[src/rtl/cpu_mem_pkg.sv]
// Shared types for the instruction/data memory port arbiter.
// No logic; enums and latency bounds only.
// No flow control of its own.
package cpu_mem_pkg;

  // Arbiter FSM: grant in IDLE, one memory cycle in ISSUE, read wait, completion pulse.
  typedef enum logic [1:0] {
    IDLE  = 2'd0,
    ISSUE = 2'd1,
    WAIT  = 2'd2,
    RESP  = 2'd3
  } arb_state_t;

  // Which requester owns the current transaction.
  typedef enum logic {
    GNT_IF = 1'b0,
    GNT_D  = 1'b1
  } gnt_t;

  // Supported memory read latency range (cycles after the issue cycle).
  localparam int RD_LATENCY_MIN = 1;
  localparam int RD_LATENCY_MAX = 4;

endpackage

[src/rtl/rr_arb2.sv]
// Two-way round-robin pick between fetch (req[0]) and data (req[1]).
// Combinational, zero latency.
// No backpressure; caller only uses grant when some req is set.
module rr_arb2
  import cpu_mem_pkg::*;
(
  input  logic [1:0] req,
  input  gnt_t       last,
  output gnt_t       grant
);

  // A lone requester wins outright; on a tie the port not served last wins.
  always_comb begin
    grant = last;
    if (req == 2'b11) begin
      grant = (last == GNT_IF) ? GNT_D : GNT_IF;
    end else if (req[1]) begin
      grant = GNT_D;
    end else if (req[0]) begin
      grant = GNT_IF;
    end
  end

endmodule

[src/rtl/mem_port_arbiter.sv]
// Shares one single-port memory between an instruction fetch port and a data port.
// Latency: store completes 2 cycles after req is sampled, load/fetch 2+RD_LATENCY.
// Requesters hold req until their valid pulse; the loser simply waits in IDLE.
module mem_port_arbiter
  import cpu_mem_pkg::*;
#(
  parameter int AWIDTH     = 16,
  parameter int WDWIDTH    = 32,
  parameter int RD_LATENCY = 1
) (
  input  logic               clk,
  input  logic               rst,
  input  logic               if_req,
  input  logic [AWIDTH-1:0]  if_addr,
  output logic [WDWIDTH-1:0] if_rdata,
  output logic               if_valid,
  input  logic               d_req,
  input  logic               d_we,
  input  logic [AWIDTH-1:0]  d_addr,
  input  logic [WDWIDTH-1:0] d_wdata,
  output logic [WDWIDTH-1:0] d_rdata,
  output logic               d_valid,
  output logic               mem_en,
  output logic               mem_we,
  output logic [AWIDTH-1:0]  mem_addr,
  output logic [WDWIDTH-1:0] mem_wdata,
  input  logic [WDWIDTH-1:0] mem_rdata,
  output logic               busy
);

  localparam int CNT_W = $clog2(RD_LATENCY + 1);

  generate
    if (RD_LATENCY < RD_LATENCY_MIN || RD_LATENCY > RD_LATENCY_MAX) begin : g_bad_latency
      $error("mem_port_arbiter: RD_LATENCY must be within 1..4");
    end
  endgenerate

  arb_state_t        state;
  arb_state_t        state_nxt;
  gnt_t              gnt;
  gnt_t              last_grant;
  gnt_t              arb_grant;
  logic              lat_we;
  logic [CNT_W-1:0]  lat_cnt;
  logic              grant_now;
  logic              rd_capture;

  rr_arb2 u_rr_arb2 (
    .req   ({d_req, if_req}),
    .last  (last_grant),
    .grant (arb_grant)
  );

  // State register.
  always_ff @(posedge clk) begin
    if (rst) begin
      state <= IDLE;
    end else begin
      state <= state_nxt;
    end
  end

  // Next state plus the state-decoded outputs (busy, completion pulses, capture strobe).
  always_comb begin
    state_nxt  = state;
    grant_now  = 1'b0;
    rd_capture = 1'b0;
    busy       = (state != IDLE);
    if_valid   = 1'b0;
    d_valid    = 1'b0;
    unique case (state)
      IDLE: begin
        if (if_req || d_req) begin
          grant_now = 1'b1;
          state_nxt = ISSUE;
        end
      end
      ISSUE: begin
        state_nxt = lat_we ? RESP : WAIT;
      end
      WAIT: begin
        if (lat_cnt == CNT_W'(RD_LATENCY)) begin
          rd_capture = 1'b1;
          state_nxt  = RESP;
        end
      end
      RESP: begin
        if_valid  = (gnt == GNT_IF);
        d_valid   = (gnt == GNT_D);
        state_nxt = IDLE;
      end
      default: state_nxt = IDLE;
    endcase
  end

  // Grant bookkeeping and the registered memory command; en/we live only for the ISSUE cycle,
  // address/data hold between transactions.
  always_ff @(posedge clk) begin
    if (rst) begin
      gnt        <= GNT_IF;
      last_grant <= GNT_IF;
      lat_we     <= 1'b0;
      mem_en     <= 1'b0;
      mem_we     <= 1'b0;
      mem_addr   <= '0;
      mem_wdata  <= '0;
    end else begin
      mem_en <= 1'b0;
      mem_we <= 1'b0;
      if (grant_now) begin
        gnt        <= arb_grant;
        last_grant <= arb_grant;
        mem_en     <= 1'b1;
        mem_we     <= (arb_grant == GNT_D) && d_we;
        lat_we     <= (arb_grant == GNT_D) && d_we;
        mem_addr   <= (arb_grant == GNT_D) ? d_addr : if_addr;
        if (arb_grant == GNT_D) begin
          mem_wdata <= d_wdata;
        end
      end
    end
  end

  // Read latency counter: starts at 1 in the first WAIT cycle, data is present when it hits RD_LATENCY.
  always_ff @(posedge clk) begin
    if (rst) begin
      lat_cnt <= '0;
    end else if (state == ISSUE && !lat_we) begin
      lat_cnt <= CNT_W'(1);
    end else if (state == WAIT) begin
      lat_cnt <= rd_capture ? '0 : lat_cnt + CNT_W'(1);
    end
  end

  // Per-port read data registers; each holds until its own port's next load completes.
  always_ff @(posedge clk) begin
    if (rst) begin
      if_rdata <= '0;
      d_rdata  <= '0;
    end else if (rd_capture) begin
      if (gnt == GNT_IF) begin
        if_rdata <= mem_rdata;
      end else begin
        d_rdata <= mem_rdata;
      end
    end
  end

endmodule
[config.mk]
export PLATFORM = sky130hd
export DESIGN_NAME = mem_port_arbiter
export DESIGN_NICKNAME = d
export VERILOG_FILES = /design/src/rtl/cpu_mem_pkg.sv /design/src/rtl/rr_arb2.sv /design/src/rtl/mem_port_arbiter.sv
export SDC_FILE = /design/constraint.sdc
export NUM_CORES = 1
export LEC_CHECK = 0
export CAP_MARGIN = 25
export CORE_MARGIN = 5
export CORE_UTILIZATION = 44
export CTS_CLUSTER_DIAMETER = 30
export CTS_CLUSTER_SIZE = 40
export DETAILED_ROUTE_END_ITERATION = 16
export HOLD_SLACK_MARGIN = 0.03
export PLACE_DENSITY = 0.82
export SYNTH_ARGS = -nofsm -noshare
export SYNTH_HDL_FRONTEND = slang
export SYNTH_SLANG_ARGS = --single-unit
[constraint.sdc]
create_clock -name clk -period 4.4 [get_ports clk]
set_clock_uncertainty 0.2 [all_clocks]
set_input_delay 1.1 -clock clk [delete_from_list [all_inputs] [get_ports clk]]
set_output_delay 1.1 -clock clk [all_outputs]
set_load 0.005 [all_outputs]
### Yosys cells after proc, flatten, opt, wreduce, memory -nomap -nowiden

Cells that the tools add are included.

| storage, ports and cells | value |
|---|---|
| flip-flop bits (word level) | 119 |
| memories kept | 0 |
| word-level logic and storage cells | 50 |
| bits in read-only memories | 0 |
| RAM bits | 0 |
| bits of input ports | 101 |
| latch bits | 0 |

| operators by class | value |
|---|---|
| $mul | 0 |
| divide/modulo/power cells | 0 |
| bitwise operators | 2 |
| reduce and logical (&&, ||, !) cells | 12 |
| equal/unequal tests | 6 |
| multiplexer cells | 19 |
| shift-type cells | 0 |
| $lt $le $gt $ge | 0 |
| add/subtract/negate cells | 1 |

Operators with widths:

| cell | number |
|---|---|
| two-way mux 16 bit | 1 |
| two-way mux 1 bit | 15 |
| one-hot mux 2 bit (4 select lines) | 1 |
| AND reduction 2 bit | 4 |
| == test 2 bit (second input constant) | 3 |
| two-way mux 2 bit | 2 |
| inequality test 2 bit (second input constant) | 2 |
| nonzero test 2 bit | 2 |
| == test 2 x 1 -> 1 bit (second input constant) | 1 |
| logical AND 1 bit | 2 |
| logical NOT 2 bit | 1 |
| NOT 1 bit | 2 |
| OR reduction 2 bit | 1 |
| adder 1 bit (second input constant) | 1 |
| logical NOT 1 bit | 1 |
| logical OR 1 bit | 1 |

### Longest topological paths before layout

| logic depth | value |
|---|---|
| depth after elaboration | 5 |
| gate-level depth with buffers | 7 |
| gate-level depth less buffers | 5 |

### Cells and area by module

From an unflattened synthesis, not the netlist that was laid out.

| second synthesis, totals | value |
|---|---|
| cell total of the unflattened synthesis | 532 |
| area, all modules | 4364.2 um^2 |

Modules (own cells, without submodules):

| module | area an instance (um^2) | cells each | instances |
|---|---|---|---|
| mem_port_arbiter | 4350.4 | 530 | 1 |
| rr_arb2 | 13.8 | 2 | 1 |

### Worst setup path before layout

No wires, ideal clock.

| timing path | value |
|---|---|
| path type | in2reg |
| from | in rst |
| to | reg if_rdata[10] |
| arrival time | 1867 ps |
| setup time | 132 ps |
| required time | 4068 ps |
| stages on the path | 4 |
| path slack | 2201 ps |
| cell sequence | buf_2 > clkbuf_1 > clkbuf_1 > a21oi_1 |

RTL lines:

| item | RTL line | text |
|---|---|---|
| from (decl) | mem_port_arbiter.sv:12 | `input logic rst,` |
| to (signal assigned) | mem_port_arbiter.sv:143 | `if_rdata <= mem_rdata;` |
| to (decl) | mem_port_arbiter.sv:15 | `output logic [WDWIDTH-1:0] if_rdata,` |

No word-level cell between the ends.

### Worst setup path after layout

| timing path | value |
|---|---|
| from | reg state[0] |
| to | out busy |

| between the ends | value |
|---|---|
| cells in the longest elaborated chain, start to end | 1 |

Ends and longest elaborated chain:

| item | RTL line | text |
|---|---|---|
| from (decl) | mem_port_arbiter.sv:39 | `arb_state_t state;` |
| from (signal assigned) | mem_port_arbiter.sv:60 | `state <= state_nxt;` |
| nonzero test 2 bit | mem_port_arbiter.sv:69 | `busy = (state != IDLE);` |
| to (decl) | mem_port_arbiter.sv:28 | `output logic busy` |

Every way passes these cells.

==> impl_metrics.csv <==
group,metric,value,unit
setup_path,ff2ff_path_depth,5,
clock_network,clkTransAtPathRegs,0.06,ns
cells_and_area,n_antenna_cell,0,
cells_and_area,multi_input_comb_area,2007,sq um
detailed_routing,vias,4821,
placement,dp_cells,873,
power,leakagePower,2.575,nW
clock_network,cts_tree,"yes",
cells_and_area,nets,862,
synthesis,synthTopCellsByArea,"dfxtp_1 (51%), a21oi_1 (11%), nand2_1 (11%)",
clock_network,cts_setup_buffers,0,
setup_path,endpoint,"busy",
setup_path,worstPathCellList,"inv_1, ha_1, inv_1, clkdlybuf4s50_1",
sta,fin_crit_sh,72.21,%
placement,gp_congestion,0.8030,
die,core-area,10320,sq um
power,p_int,0.002685,W
setup_path,cpMaxStageDelayCell,"clkdlybuf4s50_1",
power,p_total,0.003724,W
synthesis,yosysWarnings,0,
sta,slew_headroom,30.10,%
die,die_y,112.8,um
die,rows,37,
setup_path,start_kind,"register",
detailed_routing,drt_iter0_markers,399,
synthesis,ys.flop_type,"dfxtp_1",
sta,fin_setup_tns,0,ns
synthesis,synth_cells,563,
sta,worstMarginPinSlew,1.045,ns
synthesis,ys_top_cells_by_count,"nand2_1 (130), dfxtp_1 (119), a21oi_1 (98)",
power,p_clk_share,38.5,%
synthesis,synth_top_area_share,51.27,%
clock_network,post_cts_resized,0,
run_status,status,"finished clean",
die,pin_count,218,
detailed_routing,wl,14.89,mm
die,die_w,112.8,um
global_routing,antenna_found_initial,0,
synthesis,postSynthAreaPerCell,8.254,sq um
synthesis,synth_nets,669,
placement,dp_hpwl,10.64,mm
setup_path,crit_start,"state[0]",
sta,slew_violations,0,
die,design.die.area,12720,sq um
setup_path,worstReg2RegStart,"state[0]",
detailed_routing,antenna_left,0,
sta,rsz0062_at_grt,"no",
setup_path,cp.arrival,1.88,ns
cells_and_area,area_growth,59.85,%
global_routing,grt_overflow,0,
synthesis,synth_edf_count,0,
power,p_sw_share,27.92,%
global_routing,first_global_vias,4927,
cells_and_area,instances_no_fill,905,
setup_path,cpPeakStageDelay,0.50,ns
clock_network,clock-sinks,119,
placement,numPortBuffers,217,
cells_and_area,fillers,790,
synthesis,synth_top_cell_by_area,"dfxtp_1",
setup_path,cp.depth,4,
clock_network,cts-root-buf,"clkbuf_8",
synthesis,async_reset_ff_share,0,%
synthesis,ys_types,35,
synthesis,yosysMostFrequentCell,"nand2_1",
synthesis,ys_seq_area_share,51.27,%
hold_path,hold_path_class,"register to register",
cells_and_area,layout-drive-gt1-share,7.672,%
job,max_cap_viol_count,0,
placement,place_area,6808,sq um
clock_network,htree_levels,4,
detailed_routing,drc_errors,0,
setup_path,r2r_slack,2.22,ns
sta,hold_viol,0,
global_routing,grt.total_usage,23.03,%
clock_network,cts_inserted_buffers,17,
synthesis,synth_seq_cells,119,
sta,fmax,314.7,MHz
cells_and_area,fin_area,7428,sq um
setup_path,crit_fanout,6,
setup_path,critical_path.most_common_cell,"inv_1",
power,p_seq_share,35.9,%
setup_path,critPathCaptureType,"primary output",
power,ir_drop,0.0003381,V
setup_path,required,3.10,ns
die,start_util,45.01,%
setup_path,r2r-end,"mem_wdata[13]",
cells_and_area,utilization,71.95,%
power,p_sw,0.001040,W
clock_network,clock_latency,0.49,ns
clock_network,cts-hold-fix-buffers,0,
global_routing,grt_pass1_wl,24.01,mm
detailed_routing,via_per_inst,5.327,
setup_path,path_buf_inv,3,
detailed_routing,firstDrtPassIters,5,
power,power_density,501.4,nW/um^2
power,comb_power_share,25.6,%
global_routing,grt_max_degree,70,
cells_and_area,final-seq-area,2382,sq um
sta,setup_viol,0,
synthesis,syn_area,4647,sq um
clock_network,cts_buffer_depth,2,
setup_path,crit_family,"buffers and inverters",
setup_path,path_class,"register to primary output",
detailed_routing,wl_per_cell,16.45,um
sta,fin_crit,3.177,ns
[power by group through the flow]
stage	clock (W)	sequential [W]	combinational (W)
2_1_floorplan	0	0.00135	0.000475
3_3_place_gp	0	0.00135	0.000922
3_5_place_dp	0	0.00135	0.000952
4_1_cts	0.00145	0.00134	0.000957
5_1_grt	0.00150	0.00136	0.00104
6_report	0.00143	0.00134	0.000954
[worst min-delay path by stage]
stage	from	endpoint	slack [ns]	depth (start not counted)
finish	if_rdata[12]	if_rdata[12]	0.25	2
CTS	if_rdata[12]	if_rdata[12]	0.25	2
detailed placement	if_rdata[12]	if_rdata[12]	0.25	2
global route	if_rdata[1]	if_rdata[1]	0.28	2
floorplan	lat_we	lat_we	0.25	2
global placement	if_rdata[6]	if_rdata[6]	0.24	2
[worst min-delay path, stage by stage (launching register included)]
cell and delay (ns):
dfxtp_1 0.30, nand2_1 0.05, a21oi_1 0.05
[kinds of logic after synthesis]
kind of cell	synth area share, %
adder cells (fa/ha/maj)	1.346
AO/OA/AOI/OAI	21.06
AND/OR/NAND/NOR	20.79
flip-flops	51.27
buffers and inverters	5.546
[stage by stage]
step	setup WS (ns)	hold slack, ns
2_1_floorplan	2.201	0.2450
3_5_place_dp	1.221	0.2472
6_report	1.223	0.2515
5_1_grt	1.123	0.2773
3_3_place_gp	1.343	0.2411
4_1_cts	1.211	0.2536
[cell usage in the layout, fill, tap and decap left out, drive strengths merged, types with 5 or more instances in the layout]
cell type / Yosys / layout
nand3: 50 / 50
dfxtp: 119 / 119
buf: 25 / 9
a21oi: 98 / 98
a311oi: 17 / 17
ha: 5 / 5
o21ai: 49 / 49
clkdlybuf4s50: 0 / 216
clkbuf: 26 / 21
nand2: 131 / 131
nor2: 19 / 19
[per-layer routing]
| layer | global-route usage, % | vias up | share of wire, % |
|---|---|---|---|
| met2 | 41.03 | 195 | 51 |
| li1 | - | 2311 | - |
| met1 | 25.44 | 2279 | 38 |
| met5 | 0 | - | 0 |
| met3 | 7.540 | 36 | 8.0 |
| met4 | 8.654 | 0 | 2.6 |
[flip-flops by register name, indices dropped and copies added, names as in the netlist, 2 cells and up]
name / cells
d_rdata: 32
if_rdata: 32
mem_wdata: 32
mem_addr: 16
state: 2
[final cells by class]
class                      instances  share of cell area, %
multi-input combinational        390                  27.02
clock inverter                    11                  2.308
tap                              136                  2.291
inverter                           3                 0.1516
clock buffer                      21                  6.047
timing repair buffer             225                  30.12
sequential                       119                  32.07
Power figures use the tool's default switching activity.
